<file path="config.mk">
export PLATFORM = sky130hd
export DESIGN_NAME = alu_share_arbiter
export DESIGN_NICKNAME = d
export VERILOG_FILES = /design/src/rtl/alu_share_arbiter.sv
export SDC_FILE = /design/constraint.sdc
export NUM_CORES = 1
export LEC_CHECK = 0
export ABC_CLOCK_PERIOD_IN_PS = 3340
export BUFFER_PORTS_ARGS = -buffer_cell sky130_fd_sc_hd__clkbuf_2
export CELL_PAD_IN_SITES_DETAIL_PLACEMENT = 0
export CELL_PAD_IN_SITES_GLOBAL_PLACEMENT = 1
export CORE_MARGIN = 2
export CORE_UTILIZATION = 29
export CTS_CLUSTER_DIAMETER = 200
export CTS_CLUSTER_SIZE = 20
export DETAILED_ROUTE_END_ITERATION = 16
export PLACE_DENSITY = 0.79
export SYNTH_ARGS = -nofsm -noshare
export SYNTH_HDL_FRONTEND = slang
export SYNTH_SLANG_ARGS = --single-unit
</file>
<file path="constraint.sdc">
create_clock -name clk -period 3.34 [get_ports clk]
set_clock_uncertainty 0.15 [all_clocks]
set_input_delay 0.334 -clock clk [delete_from_list [all_inputs] [get_ports clk]]
set_output_delay 0.334 -clock clk [all_outputs]
set_load 0.01 [all_outputs]
</file>
<file path="src/rtl/alu_share_arbiter.sv">
`default_nettype none
// ============================================================================
// Module   : alu_share_arbiter
// Purpose  : Shares one external combinational ALU between two requesters.
//            Round-robin arbitration (requester 0 preferred out of reset),
//            registered operands into the ALU, registered result + NZCV
//            capture, response returned over a valid/ready handshake.
//            Optional build macro ALU_ARB_FIXED_PRIO_EN selects strict
//            priority for requester 0 instead of round-robin.
// Ports    : clk, reset            - clock, async active-high reset
//            req{0,1}_valid/ready  - request handshake (ready is combinational)
//            req{0,1}_a/b/ctrl     - request operands and ALU control code
//            alu_a/b/ctrl          - registered operands to the ALU
//            alu_result/flags      - ALU combinational outputs {N,Z,C,V}
//            rsp_valid/ready       - response handshake
//            rsp_id/result/flags/err - registered response payload
// Revision : 1.0 - initial release
// ============================================================================
module alu_share_arbiter #(
  parameter int WIDTH = 32,
  parameter int CTRLW = 3
) (
  input  logic             clk,
  input  logic             reset,
  input  logic             req0_valid,
  output logic             req0_ready,
  input  logic [WIDTH-1:0] req0_a,
  input  logic [WIDTH-1:0] req0_b,
  input  logic [CTRLW-1:0] req0_ctrl,
  input  logic             req1_valid,
  output logic             req1_ready,
  input  logic [WIDTH-1:0] req1_a,
  input  logic [WIDTH-1:0] req1_b,
  input  logic [CTRLW-1:0] req1_ctrl,
  output logic [WIDTH-1:0] alu_a,
  output logic [WIDTH-1:0] alu_b,
  output logic [CTRLW-1:0] alu_ctrl,
  input  logic [WIDTH-1:0] alu_result,
  input  logic [3:0]       alu_flags,
  output logic             rsp_valid,
  input  logic             rsp_ready,
  output logic             rsp_id,
  output logic [WIDTH-1:0] rsp_result,
  output logic [3:0]       rsp_flags,
  output logic             rsp_err
);

  typedef enum logic [1:0] {
    S_IDLE = 2'd0,
    S_EXEC = 2'd1,
    S_RESP = 2'd2
  } state_t;

  localparam logic [CTRLW-1:0] c_ILLEGAL0 = CTRLW'(3'b110);
  localparam logic [CTRLW-1:0] c_ILLEGAL1 = CTRLW'(3'b111);

  state_t           r_state;
  logic [WIDTH-1:0] r_a;
  logic [WIDTH-1:0] r_b;
  logic [CTRLW-1:0] r_ctrl;
  logic             r_id;
  logic             r_rsp_valid;
  logic             r_rsp_id;
  logic [WIDTH-1:0] r_rsp_result;
  logic [3:0]       r_rsp_flags;
  logic             r_rsp_err;

  logic w_opp;
  logic w_any;
  logic w_grant;
  logic w_pick1;
  logic w_illegal;

  // An accept opportunity exists when idle, or when the pending response is
  // being consumed this cycle (enables one op every two cycles).
  assign w_opp   = (r_state == S_IDLE) || ((r_state == S_RESP) && rsp_ready);
  assign w_any   = req0_valid | req1_valid;
  assign w_grant = w_opp & w_any;

`ifdef ALU_ARB_FIXED_PRIO_EN
  // Requester 1 wins only when requester 0 is not asking.
  assign w_pick1 = req1_valid & ~req0_valid;
`else
  logic r_rr;  // 1: requester 1 preferred on the next conflict
  // On conflict the pointer decides; otherwise the sole valid requester wins.
  assign w_pick1 = (req0_valid & req1_valid) ? r_rr : req1_valid;
`endif

  assign req0_ready = w_grant & ~w_pick1;
  assign req1_ready = w_grant &  w_pick1;

  assign w_illegal = (r_ctrl == c_ILLEGAL0) || (r_ctrl == c_ILLEGAL1);

  always_ff @(posedge clk or posedge reset) begin
    if (reset) begin
      r_state      <= S_IDLE;
      r_a          <= '0;
      r_b          <= '0;
      r_ctrl       <= '0;
      r_id         <= 1'b0;
      r_rsp_valid  <= 1'b0;
      r_rsp_id     <= 1'b0;
      r_rsp_result <= '0;
      r_rsp_flags  <= 4'b0000;
      r_rsp_err    <= 1'b0;
`ifndef ALU_ARB_FIXED_PRIO_EN
      r_rr         <= 1'b0;
`endif
    end else begin
      case (r_state)
        S_EXEC: begin
          r_rsp_id    <= r_id;
          r_rsp_valid <= 1'b1;
          r_state     <= S_RESP;
          if (w_illegal) begin
            r_rsp_result <= '0;
            r_rsp_flags  <= 4'b0000;
            r_rsp_err    <= 1'b1;
          end else begin
            r_rsp_result <= alu_result;
            r_rsp_flags  <= alu_flags;
            r_rsp_err    <= 1'b0;
          end
        end
        S_IDLE, S_RESP: begin
          // RESP without rsp_ready leaves w_opp low: everything holds.
          if (w_grant) begin
            r_a         <= w_pick1 ? req1_a    : req0_a;
            r_b         <= w_pick1 ? req1_b    : req0_b;
            r_ctrl      <= w_pick1 ? req1_ctrl : req0_ctrl;
            r_id        <= w_pick1;
            r_rsp_valid <= 1'b0;
            r_state     <= S_EXEC;
`ifndef ALU_ARB_FIXED_PRIO_EN
            r_rr        <= ~w_pick1;
`endif
          end else if (w_opp) begin
            r_rsp_valid <= 1'b0;
            r_state     <= S_IDLE;
          end
        end
        default: begin
          r_rsp_valid <= 1'b0;
          r_state     <= S_IDLE;
        end
      endcase
    end
  end

  assign alu_a      = r_a;
  assign alu_b      = r_b;
  assign alu_ctrl   = r_ctrl;
  assign rsp_valid  = r_rsp_valid;
  assign rsp_id     = r_rsp_id;
  assign rsp_result = r_rsp_result;
  assign rsp_flags  = r_rsp_flags;
  assign rsp_err    = r_rsp_err;

endmodule
`default_nettype wire

</file>
**Word level (Yosys, flattened, before mapping)**

Cells that the tools add are included.

- Output and inout bits: 108
- Register bits after elaboration: 110

- Eq/ne operators: 5
- Reduce and logical (&&, ||, !) cells: 6
- Mux-type cells: 13
- Bitwise gates (word level): 6

Operators by type and width:

| operator | count |
|---|---|
| $mux W32 | 3 |
| $eq A3 B3 Y1 const B | 2 |
| $and A1 B1 Y1 | 4 |
| $mux W1 | 4 |
| $mux W2 | 2 |
| $mux W4 | 1 |
| $pmux W2 S2 | 1 |
| $mux W3 | 1 |
| $ne A3 B3 Y1 const B | 1 |
| $eq A2 B1 Y1 const B | 1 |
| $eq A2 B2 Y1 const B | 1 |
| $logic_not A2 Y1 | 1 |
| $logic_or A1 B1 Y1 | 2 |
| $pmux W1 S2 | 1 |
| $reduce_and A2 Y1 | 1 |
| $reduce_or A2 Y1 | 1 |
| $logic_and A1 B1 Y1 | 1 |
| $not A1 Y1 | 1 |
| $or A1 B1 Y1 | 1 |

**Logic depth before layout (Yosys ltp)**

Gate-level depths: netlist of run 1.

- Word-level depth: 6
- Gate-level depth with buffers: 6

**Worst setup path before layout of run 1**

Ideal clock, no wire load.

- Kind: register -> output
- From: register r_state[1]
- To: output port req0_ready
- Arrival: 1532 ps
- Cell stages (with the launch flop): 6
- Path slack: 1324 ps
- Path buffers: 3
- Path through: dfrtp_1 -> nor2b_1 -> buf_6 -> a2111oi_2 -> buf_2 -> buf_4

- Cells in the longest elaborated chain, start to end: 5

Ends and longest elaborated chain:

| what | RTL line | text |
|---|---|---|
| start, declared | 57 | `state_t r_state;` |
| start signal, assigned | 96 | `r_state <= S_IDLE;` |
| start signal, assigned | 114 | `r_state <= S_RESP;` |
| start signal, assigned | 133 | `r_state <= S_EXEC;` |
| $eq A2 B2 Y1 | 76 | `assign w_opp = (r_state == S_IDLE) \|\| ((r_state == S_RESP) && rsp_ready);` |
| $logic_and A1 B1 Y1 | 76 |  |
| $logic_or A1 B1 Y1 * | 76 |  |
| $and A1 B1 Y1 * | 78 | `assign w_grant = w_opp & w_any;` |
| $and A1 B1 Y1 * | 89 | `assign req0_ready = w_grant & ~w_pick1;` |
| end, declared | 26 | `output logic req0_ready,` |

Every way passes the cells marked *; elsewhere a longest branch is shown, timed or not.

**Worst setup path in the final report of run 1**

- From: register r_state[0]
- To: output port req1_ready

- Cells in the longest elaborated chain, start to end: 5

Ends and longest elaborated chain:

| what | RTL line | text |
|---|---|---|
| $eq A2 B2 Y1 | 76 |  |
| $logic_and A1 B1 Y1 | 76 |  |
| $logic_or A1 B1 Y1 * | 76 |  |
| $and A1 B1 Y1 * | 78 |  |
| $and A1 B1 Y1 * | 90 | `assign req1_ready = w_grant & w_pick1;` |
| end, declared | 31 | `output logic req1_ready,` |

Marks and branches as above.

==> metrics.txt, run 1 <==
status completed; GR Util met2 26.6%; via density per instance approximately 4.9; nets 829; Yosys Warn Count 0; Synth top area share ~58%; setup ws final 787 ps; Reg clk slew, reported paths 70 ps; FMAX approximately 0.39 GHz; Hold Crit Class in -> async; synthesized netlist cell count about 390; CTS buffer count 9; Worst slew margin around 51%; setup_tns 0 ps; final setup vio count 0; chip width between 100 and 150 microns; CP dominant cell by count buf_4; R2R depth 3; DRT antenna net count 0; crit-path max FO 34; reg2reg start r_state[0]; Power Dens Cells 910 mW/mm^2; placed insts about 860; ratio of cells with drive above 1 in the final layout between 40 and 50%; setup slack, reg-to-reg 1190 ps; CP peak stage delay roughly 530 ps; routed wire length 14200 microns; vias in the first global route approximately 4400; crit path DAT slightly above 2000 ps; CTS hold repair buffers 0; Area Overhead vs Synth 41.3%; per-cell routed wire length 16.2 microns; MaxCap Viol Count 0; Port Buf Inserts around 280; pin count of the biggest net entering global routing 58; remaining global-route overflow 0; post-synthesis register bit count between 100 and 150; Initial Utilization 29.6%; Post CTS Setup Buffer Count 0; worst path cell trace buf_4 -> a2111oi_4 -> buf_4 -> clkbuf_2; initial drt markers between 200 and 300; gr usage total between 15 and 20%; 1st-pass router iterations 5; storage element area approximately 0.0027 sq mm; syn nets around 560; RSZ-0062 raised after global routing false; area leader, netlist dfrtp_1; Post-Syn Area approximately 0.0047 sq mm; Max Slew Vio Count 0; overall power between 0.006 and 0.007 W; vias 4275; crit path from r_state[0]; Seq/Total Area, Yosys about three fifths; worst-skew pair later-pin latency about 340 ps; CP startpoint kind register; Hold WS about 41 ps; antenna violations before repair 0; CP max stage cell dfrtp_1; CTS tree yes; met3 Use GR approximately 3.6%; clock buffer depth 2; leakage between 3 and 4 nW; Crit Path Category reg -> out; RePlAce Congestion roughly 0.80; Die Y approximately 130 microns; DIE AREA roughly 0.017 sq mm; Hold Fails Final Rpt 0; Critical Path RT between 2000 and 3000 ps; VDD IR max 0.000272 V; count of different cell masters after synthesis 22; Worst-Margin Slew approximately 740 ps; Multi-input gate area 0.00148 sq mm; # clock sinks 109; filler instances 1553; # rows between 40 and 50; CP endpoint kind output pin; Layout Cells excl Fill between 800 and 900; GR Util met1 21.4%; DP HPWL roughly 10000 microns; I/O Pins 283; pre-CTS WS approximately 1200 ps; n_diodes 0; fin crit period around 2600 ps; Area contributors post-synth dfrtp_1 58%, a221o_1 8.8%, o31a_1 7.7%; most used routing layer met2; clock root buffer clkbuf_16; Core Box Area 0.0158 sq mm; drt drc 0; period utilization between 70% and 80%; CTS H-tree depth 3; first-pass GRT wire length roughly 23000 microns; post-cts gate resize count 0; Avg Inst Size Synth between 10 and 15 sq um
==> area by class of cell <==
type | count | area share, %
clock buffers | 10 | 3.61
clock inverters | 6 | 1.40
inverters | 85 | 4.87
multi-input cells | 156 | 22.3
flip-flops and latches | 109 | 41.2
well taps | 216 | 4.08
repair buffers | 293 | 22.5
==> worst paths after layout <==
path | end
worst max-delay path | req1_ready
worst min-delay path | rsp_result[12]
worst max register to register | alu_a[12]
worst min register to register | r_id
max in group asynchronous | alu_a[24]
min in group clk | alu_a[14]
==> sequential cells by signal, indices dropped and copies added (netlist names) <==
register	cells
r_id	1
alu_b	32
r_state	2
rsp_flags	4
rsp_result	32
rsp_id	1
rsp_err	1
alu_ctrl	3
r_rr	1
alu_a	32
==> critical path: cells and delay by family (launching register included) <==
family	cells	cell delay [ps]
buffers and inverters	3	910
AO/OA/AOI/OAI	1	250
flip-flops	1	530
==> per-layer routing <==
metal | routed length (microns) | part of all wire [%]
met3 | 1030 | 7.2
met2 | 6940 | 49
met1 | 5980 | 42
met4 | 248 | 1.7
met5 | 0 | 0
==> stage by stage <==
stage          util [%]  area [sq um]
2_1_floorplan         -          4690
3_3_place_gp       39.8          6290
3_5_place_dp       39.8          6290
4_1_cts            41.9          6630
5_1_grt            41.9          6630
6_report           41.9          6630
==> logic make-up after synthesis <==
| logic type | after synthesis | synth area share, % |
|---|---|---|
| buffers and inverters | 123 | 10.8 |
| flip-flops | 109 | 58.2 |
| AO/OA/AOI/OAI | 151 | 30.3 |
| multiplexers | 1 | 0.240 |
| AND/OR/NAND/NOR | 4 | 0.587 |
==> Yosys cell counts <==
| cell type | n |
|---|---|
| a221o_1 | 41 |
| a22o_1 | 36 |
| dfrtp_1 | 109 |
| o31a_1 | 41 |
| nor2b_1 | 1 |
| a21o_1 | 1 |
| a2111oi_2 | 1 |
| mux2_2 | 1 |
| buf_4 | 2 |
| nor2_1 | 1 |
| or3_4 | 1 |
| nand2b_1 | 1 |
| a2111oi_4 | 1 |
| o21ai_0 | 1 |
| clkbuf_1 | 23 |
| a21oi_2 | 1 |
| a21oi_1 | 2 |
| buf_2 | 10 |
| buf_6 | 3 |
| inv_2 | 1 |
| inv_1 | 84 |
| a222oi_1 | 26 |
==> cells in the final DEF (no fill, tap or decap), types with 2 or more instances in the layout <==
| master | instances |
|---|---|
| clkbuf_2 | 282 |
| dfrtp_1 | 109 |
| inv_1 | 83 |
| o31a_1 | 41 |
| a221o_1 | 41 |
| a22o_1 | 36 |
| a222oi_1 | 26 |
| buf_4 | 11 |
| clkbuf_16 | 9 |
| clkinvlp_4 | 3 |
| a2111oi_4 | 2 |
| a21oi_1 | 2 |
| bufinv_16 | 2 |
| inv_6 | 2 |
==> where the power goes <==
part / leakage [nW] / internal [W] / total (W) / switching [W]
registers: 1.32 / 0.00194 / 0.00233 / 0.000392
logic: 2.16 / 0.00121 / 0.00251 / 0.00130
clock network: 0.156 / 0.000684 / 0.00118 / 0.000498
total: 3.63 / 0.00383 / 0.00603 / 0.00219
(Power assumes the default switching activity.)
==> run 2: changes to the inputs <==
Settings changed: ABC_CLOCK_PERIOD_IN_PS 3340 to 2250.
Clock period 3.34 ns to 2.25 ns, I/O delays scaled along.
==> run 2 against run 1 <==
Compared with the run above:
- cell count is 20% higher
- wire length is 22% higher
- sequential power is 48% higher
- die area stayed put
- first-iteration DRC count is 6.1% higher
- power is 53% higher
- worst setup slack worse by 690 ps
- register-to-register slack worse by 1100 ps
- hold slack better by 240 ps
- combinational power is 67% higher
- non-clock buffer count is 173 higher
==> metrics.txt, run 2 (same netlist as run 1, synthesis figures left out) <==
Hold Fails Final Rpt 0 (unchanged); Critical Path RT 2400 ps (-460 ps); most frequent cells in the layout 282 x clkbuf_2, 171 x dlygate4sd3_1, 109 x dfrtp_1; Crit Path Category reg -> reg; per-cell routed wire length 16.5 microns (+1.9%); FMAX ~0.46 GHz; antenna violations before repair 1 (+1); nets 1002 (+21%); CP endpoint kind register; RePlAce Congestion 0.827 (+3.0%); Hold WS 282 ps (+241 ps); DIE AREA 0.0172 sq mm (unchanged); final setup vio count 0 (unchanged); gr usage total 20.3% (+4.1 points); filler instances 1298 (-16%); 1st-pass router iterations 8 (+3); Port Buf Inserts 282 (unchanged); Die Y 131 microns (unchanged); routed wire length 17300 microns (+22%); DP HPWL 10600 microns (+2.3%); VDD IR max 0.000498 V (+83%); Core Box Area 0.0158 sq mm (unchanged); leakage 4.35 nW (+20%); Initial Utilization 29.6% (unchanged); Max Slew Vio Count 0 (unchanged); period utilization roughly 96%; ratio of cells with drive above 1 in the final layout 38.5% (-9.8 points); Worst slew margin 60.1% (+9.4 points); n_diodes 0 (unchanged); Worst-Margin Slew 598 ps (-141 ps); via density per instance 4.92 (+0.74%); pin count of the biggest net entering global routing 110 (+90%); status completed; worst-skew pair later-pin latency 350 ps (about the same); clock root buffer clkbuf_16; remaining global-route overflow 0 (unchanged); CTS tree yes; overall power 0.00924 W (+53%); crit-path max FO 31 (-8.8%); worst path cell trace nor2b_4 -> a2111oi_4 -> buf_12 -> a221o_1 -> dlygate4sd3_1; MaxCap Viol Count 0 (unchanged); DRT antenna net count 0 (unchanged); clock buffer depth 2 (unchanged); Power Dens Cells 1100 mW/mm^2 (+21%); vias in the first global route 5541 (+25%); CP max stage cell dlygate4sd3_1; placed insts 860 (+0.12%); CP startpoint kind register; first-pass GRT wire length 28500 microns (+24%); RSZ-0062 raised after global routing false; commonest non-fill, non-tap cell in the layout clkbuf_2; Area Overhead vs Synth 78.3%; Hold Crit Class in -> reg; vias 5158 (+21%); Layout Cells excl Fill 1048 (+20%); crit path DAT 2300 ps (+230 ps); # clock sinks 109 (unchanged); # rows 46 (unchanged); I/O Pins 283 (unchanged); CTS buffer count 9 (unchanged); CP peak stage delay 540 ps (about the same); chip width 131 microns (unchanged); initial drt markers 312 (+6.1%); setup_tns 0 ps (unchanged); fin crit period between 2000 and 2500 ps; Reg clk slew, reported paths 80 ps (about the same); drt drc 0 (unchanged); CTS H-tree depth 3 (unchanged)
## run 2: path summary, 6_finish.rpt
kind	slack [ps]	end	cells past startpoint	from
setup / recovery	90	alu_a[5]	5	r_state[1]
hold / removal	280	r_rr	4	req0_valid
setup reg to reg	90	alu_a[5]	5	r_state[1]
hold reg to reg	330	r_id	1	r_id
max in group asynchronous	1060	alu_b[21]	4	reset
min in group asynchronous	430	rsp_result[12]	4	reset
## run 2: worst max-delay path: cells and delay by family, from the launching register on
family / cells / cell delay (ps)
AND/OR/NAND/NOR: 1 / 170
buffers and inverters: 2 / 780
AO/OA/AOI/OAI: 2 / 600
flip-flops: 1 / 400
## run 2: area by class of cell
class / count / area [sq um] / share of cell area, %
clock buffers: 9 / 225 / 2.69
multi-input cells: 156 / 1480 / 17.7
flip-flops and latches: 109 / 2730 / 32.6
repair buffers: 466 / 3270 / 39.1
inverters: 85 / 323 / 3.86
well taps: 216 / 270 / 3.23
clock inverters: 7 / 66.3 / 0.793
## run 2: timing repair
action                     in CTS  in global routing
pin swaps                       1                  1
hold endpoints to repair      212                  0
resized for setup               0                  0
setup buffers                   0                  1
setup endpoints to repair       1                  4
hold buffers                  171                  0
## run 2: routing by layer
layer	track usage, %	up-vias	share of wire (%)
li1	-	2335	-
met1	23.7	2486	39
met2	34.3	275	50
met3	5.36	60	7.2
met4	10.7	2	4.0
met5	0	-	0.075
## run 2: report_power, final
part / internal [W] / total, W / switching (W)
combinational: 0.00208 / 0.00419 / 0.00210
clock: 0.000782 / 0.00159 / 0.000803
sequential: 0.00288 / 0.00346 / 0.000584
## run 2: stage by stage
stage	setup WS [ps]	utilization [%]	area, sq um
after detailed placement	363	40.1	6350
after CTS	39.7	52.8	8360
after floorplan	343	-	4690
final	94.7	52.8	8360
after global routing	21.1	52.8	8360
after global placement	448	40.1	6350
==> run 3: changes to the inputs <==
Settings changed: ABC_AREA set to 1, CORE_UTILIZATION 29 to 28.
==> run 3 against run 2 <==
Compared with the run above:
- global-route usage is 3.8 points lower
- area after synthesis up 12%
- cell area down 9.3%
- count of clock-buffer cells in the layout unchanged
- critical path type is now reg -> out
==> metrics.txt, run 3 <==
syn nets 863 (+53%); most frequent cell after synthesis nand2_1; Worst path top cell family by delay simple AND/OR/NAND/NOR gates; FMAX 0.550 GHz (+19%); commonest non-fill, non-tap cell in the layout nand2_1; worst path cell trace nand2_1 -> nand2_1 -> nor2_4 -> nand2_1 -> inv_1 -> clkbuf_2; placed insts 1172 (+36%); min-delay src req0_a[3]; reg2reg start r_state[1]; worst-skew pair later-pin latency 340 ps (about the same); VDD IR max 0.000408 V (-18%); setup slack, reg-to-reg 530 ps (+440 ps); synth cell count leaders 396 x nand2_1, 109 x dfrtp_1, 67 x nand3_1; Power Dens Cells 1170 mW/mm^2 (+5.8%); area leader, netlist dfrtp_1; CTS buffer count 9 (unchanged); RSZ-0062 raised after global routing false; per-cell routed wire length 13.5 microns (-18%); Multi-input gate area 0.00212 sq mm (+43%); CP max stage cell dfrtp_1; DP HPWL 11300 microns (+6.5%); Yosys Warn Count 0 (unchanged); crit path from r_state[1]; routed wire length 16700 microns (-3.4%); # rows 50 (+8.7%); CTS hold repair buffers 48 (-72%); Critical Path RT 1880 ps (-520 ps); Core Box Area 0.0185 sq mm (+17%); R2R depth 6 (+1); Avg Inst Size Synth 7.62 sq um (-37%); final setup vio count 0 (unchanged); ys flop type dfrtp_1; gr usage total 16.6% (-3.8 points); Hold Fails Final Rpt 0 (unchanged); n_diodes 0 (unchanged); Area contributors post-synth dfrtp_1 52%, nand2_1 28%, nand3_1 6.4%; count of different cell masters after synthesis 18 (-18%); I/O Pins 283 (unchanged); filler instances 1923 (+48%); status completed; Seq/Total Area, Yosys 52.1% (-6.1 points); ratio of cells with drive above 1 in the final layout 31.8% (-6.6 points); remaining global-route overflow 0 (unchanged); RePlAce Congestion 0.800 (-3.2%); vias in the first global route 5084 (-8.2%); setup_tns 0 ps (unchanged); initial drt markers 208 (-33%); Worst slew margin 50.9% (-9.2 points); clock buffer depth 2 (unchanged); period utilization 80.8% (-15 points); Min-Delay Path Depth 5 (+1); Crit Path Category reg -> out; EDFF count, synth 0 (unchanged); most frequent cells in the layout 395 x nand2_1, 282 x clkbuf_2, 109 x dfrtp_1; WP buf/inv 2 (unchanged); Layout Cells excl Fill 1236 (+18%); clock root buffer clkbuf_16; CTS H-tree depth 3 (unchanged); MaxCap Viol Count 0 (unchanged); Post-Syn Area 0.00524 sq mm (+12%); Area Overhead vs Synth 44.7%; post-cts gate resize count 0 (unchanged); Port Buf Inserts 282 (unchanged); chip width 141 microns (+7.3%); synthesized netlist cell count 688 (+77%); fin crit period 1820 ps (-337 ps); Die Y 141 microns (+7.3%); pin count of the biggest net entering global routing 100 (-9.1%); CTS tree yes; antenna violations before repair 0 (-1); crit-path max FO 3 (-90%); CP peak stage delay 410 ps (-130 ps); Initial Utilization 28.3% (-1.3 points); Post CTS Setup Buffer Count 0 (unchanged); post-synthesis register bit count 109 (unchanged); Hold Crit Class in -> reg; crit path DAT 1440 ps (-860 ps); vias 5369 (+4.1%); via density per instance 4.34 (-12%); # clock sinks 109 (unchanged); DIE AREA 0.0198 sq mm (+15%); Max Slew Vio Count 0 (unchanged); leakage 4.51 nW (+3.6%); CP endpoint kind output pin; DRT antenna net count 0 (unchanged); FF-to-FF End alu_a[25]; Post-synth ARST share 100% (unchanged); Worst Hold End alu_a[3]; CP dominant cell by count nand2_1; nets 1172 (+17%); Reg clk slew, reported paths 80 ps (about the same); storage element area 0.00273 sq mm (unchanged); Synth top area share 52.1% (-6.1 points); drt drc 0 (unchanged); Worst-Margin Slew 737 ps (+139 ps); CP startpoint kind register; 1st-pass router iterations 4 (-4); first-pass GRT wire length 26200 microns (-7.9%)
==> run 3: kinds of logic after synthesis <==
kind of cell	synth area share (%)
flops	52.1
compound gates	0.693
simple gates	39.8
buf+inv	7.50
==> run 3: tightest hold or removal path, stage by stage <==
cell,delay [ps]
clkbuf_2,70
nand2_1,40
nand2_1,60
nand2_1,40
nand2_1,40
==> run 3: final cells by class <==
cell class,instances,area share (%)
Clock buffer,9,2.97
Inverter,34,1.73
Clock inverter,7,0.957
Timing Repair Buffer,341,26.5
Multi-Input combinational cell,502,28.0
Sequential cell,109,36.0
Tap cell,234,3.86
==> run 3: through the flow <==
stage                     setup slack (ps)  hold WS, ps  power (W)  utilization [%]  area [sq um]
after CTS                              410         1.10    0.00899             41.0          7580
final                                  431         10.5    0.00886             41.0          7580
after floorplan                        560          185    0.00566                -          5240
after global routing                   291         24.3    0.00957             41.0          7580
after detailed placement               524         37.8    0.00725             36.8          6810
after global placement                 506         27.3    0.00721             36.8          6810
==> run 3: worst max-delay path by stage <==
| stage | slack [ps] | cells after the start | endpoint |
|---|---|---|---|
| 3_5_place_dp | 520 | 6 | alu_a[29] |
| 3_3_place_gp | 510 | 6 | alu_a[29] |
| 5_1_grt | 290 | 6 | req0_ready |
| 4_1_cts | 410 | 6 | req0_ready |
| 2_1_floorplan | 560 | 1 | alu_a[0] |
| 6_report | 430 | 6 | req0_ready |
==> run 3: per-layer routing <==
layer  GRT usage, %  routed length, microns  up-vias
met2           28.4                    7980      186
met3           3.80                    1120       16
met5              0                       0        -
met4           4.84                     235        0
li1               -                       -     2725
met1           20.9                    7410     2442
==> run 3: power by group <==
part | internal [W] | switching, W | total [W]
combinational | 0.00145 | 0.00236 | 0.00381
clock | 0.000869 | 0.000758 | 0.00163
sequential | 0.00289 | 0.000534 | 0.00343
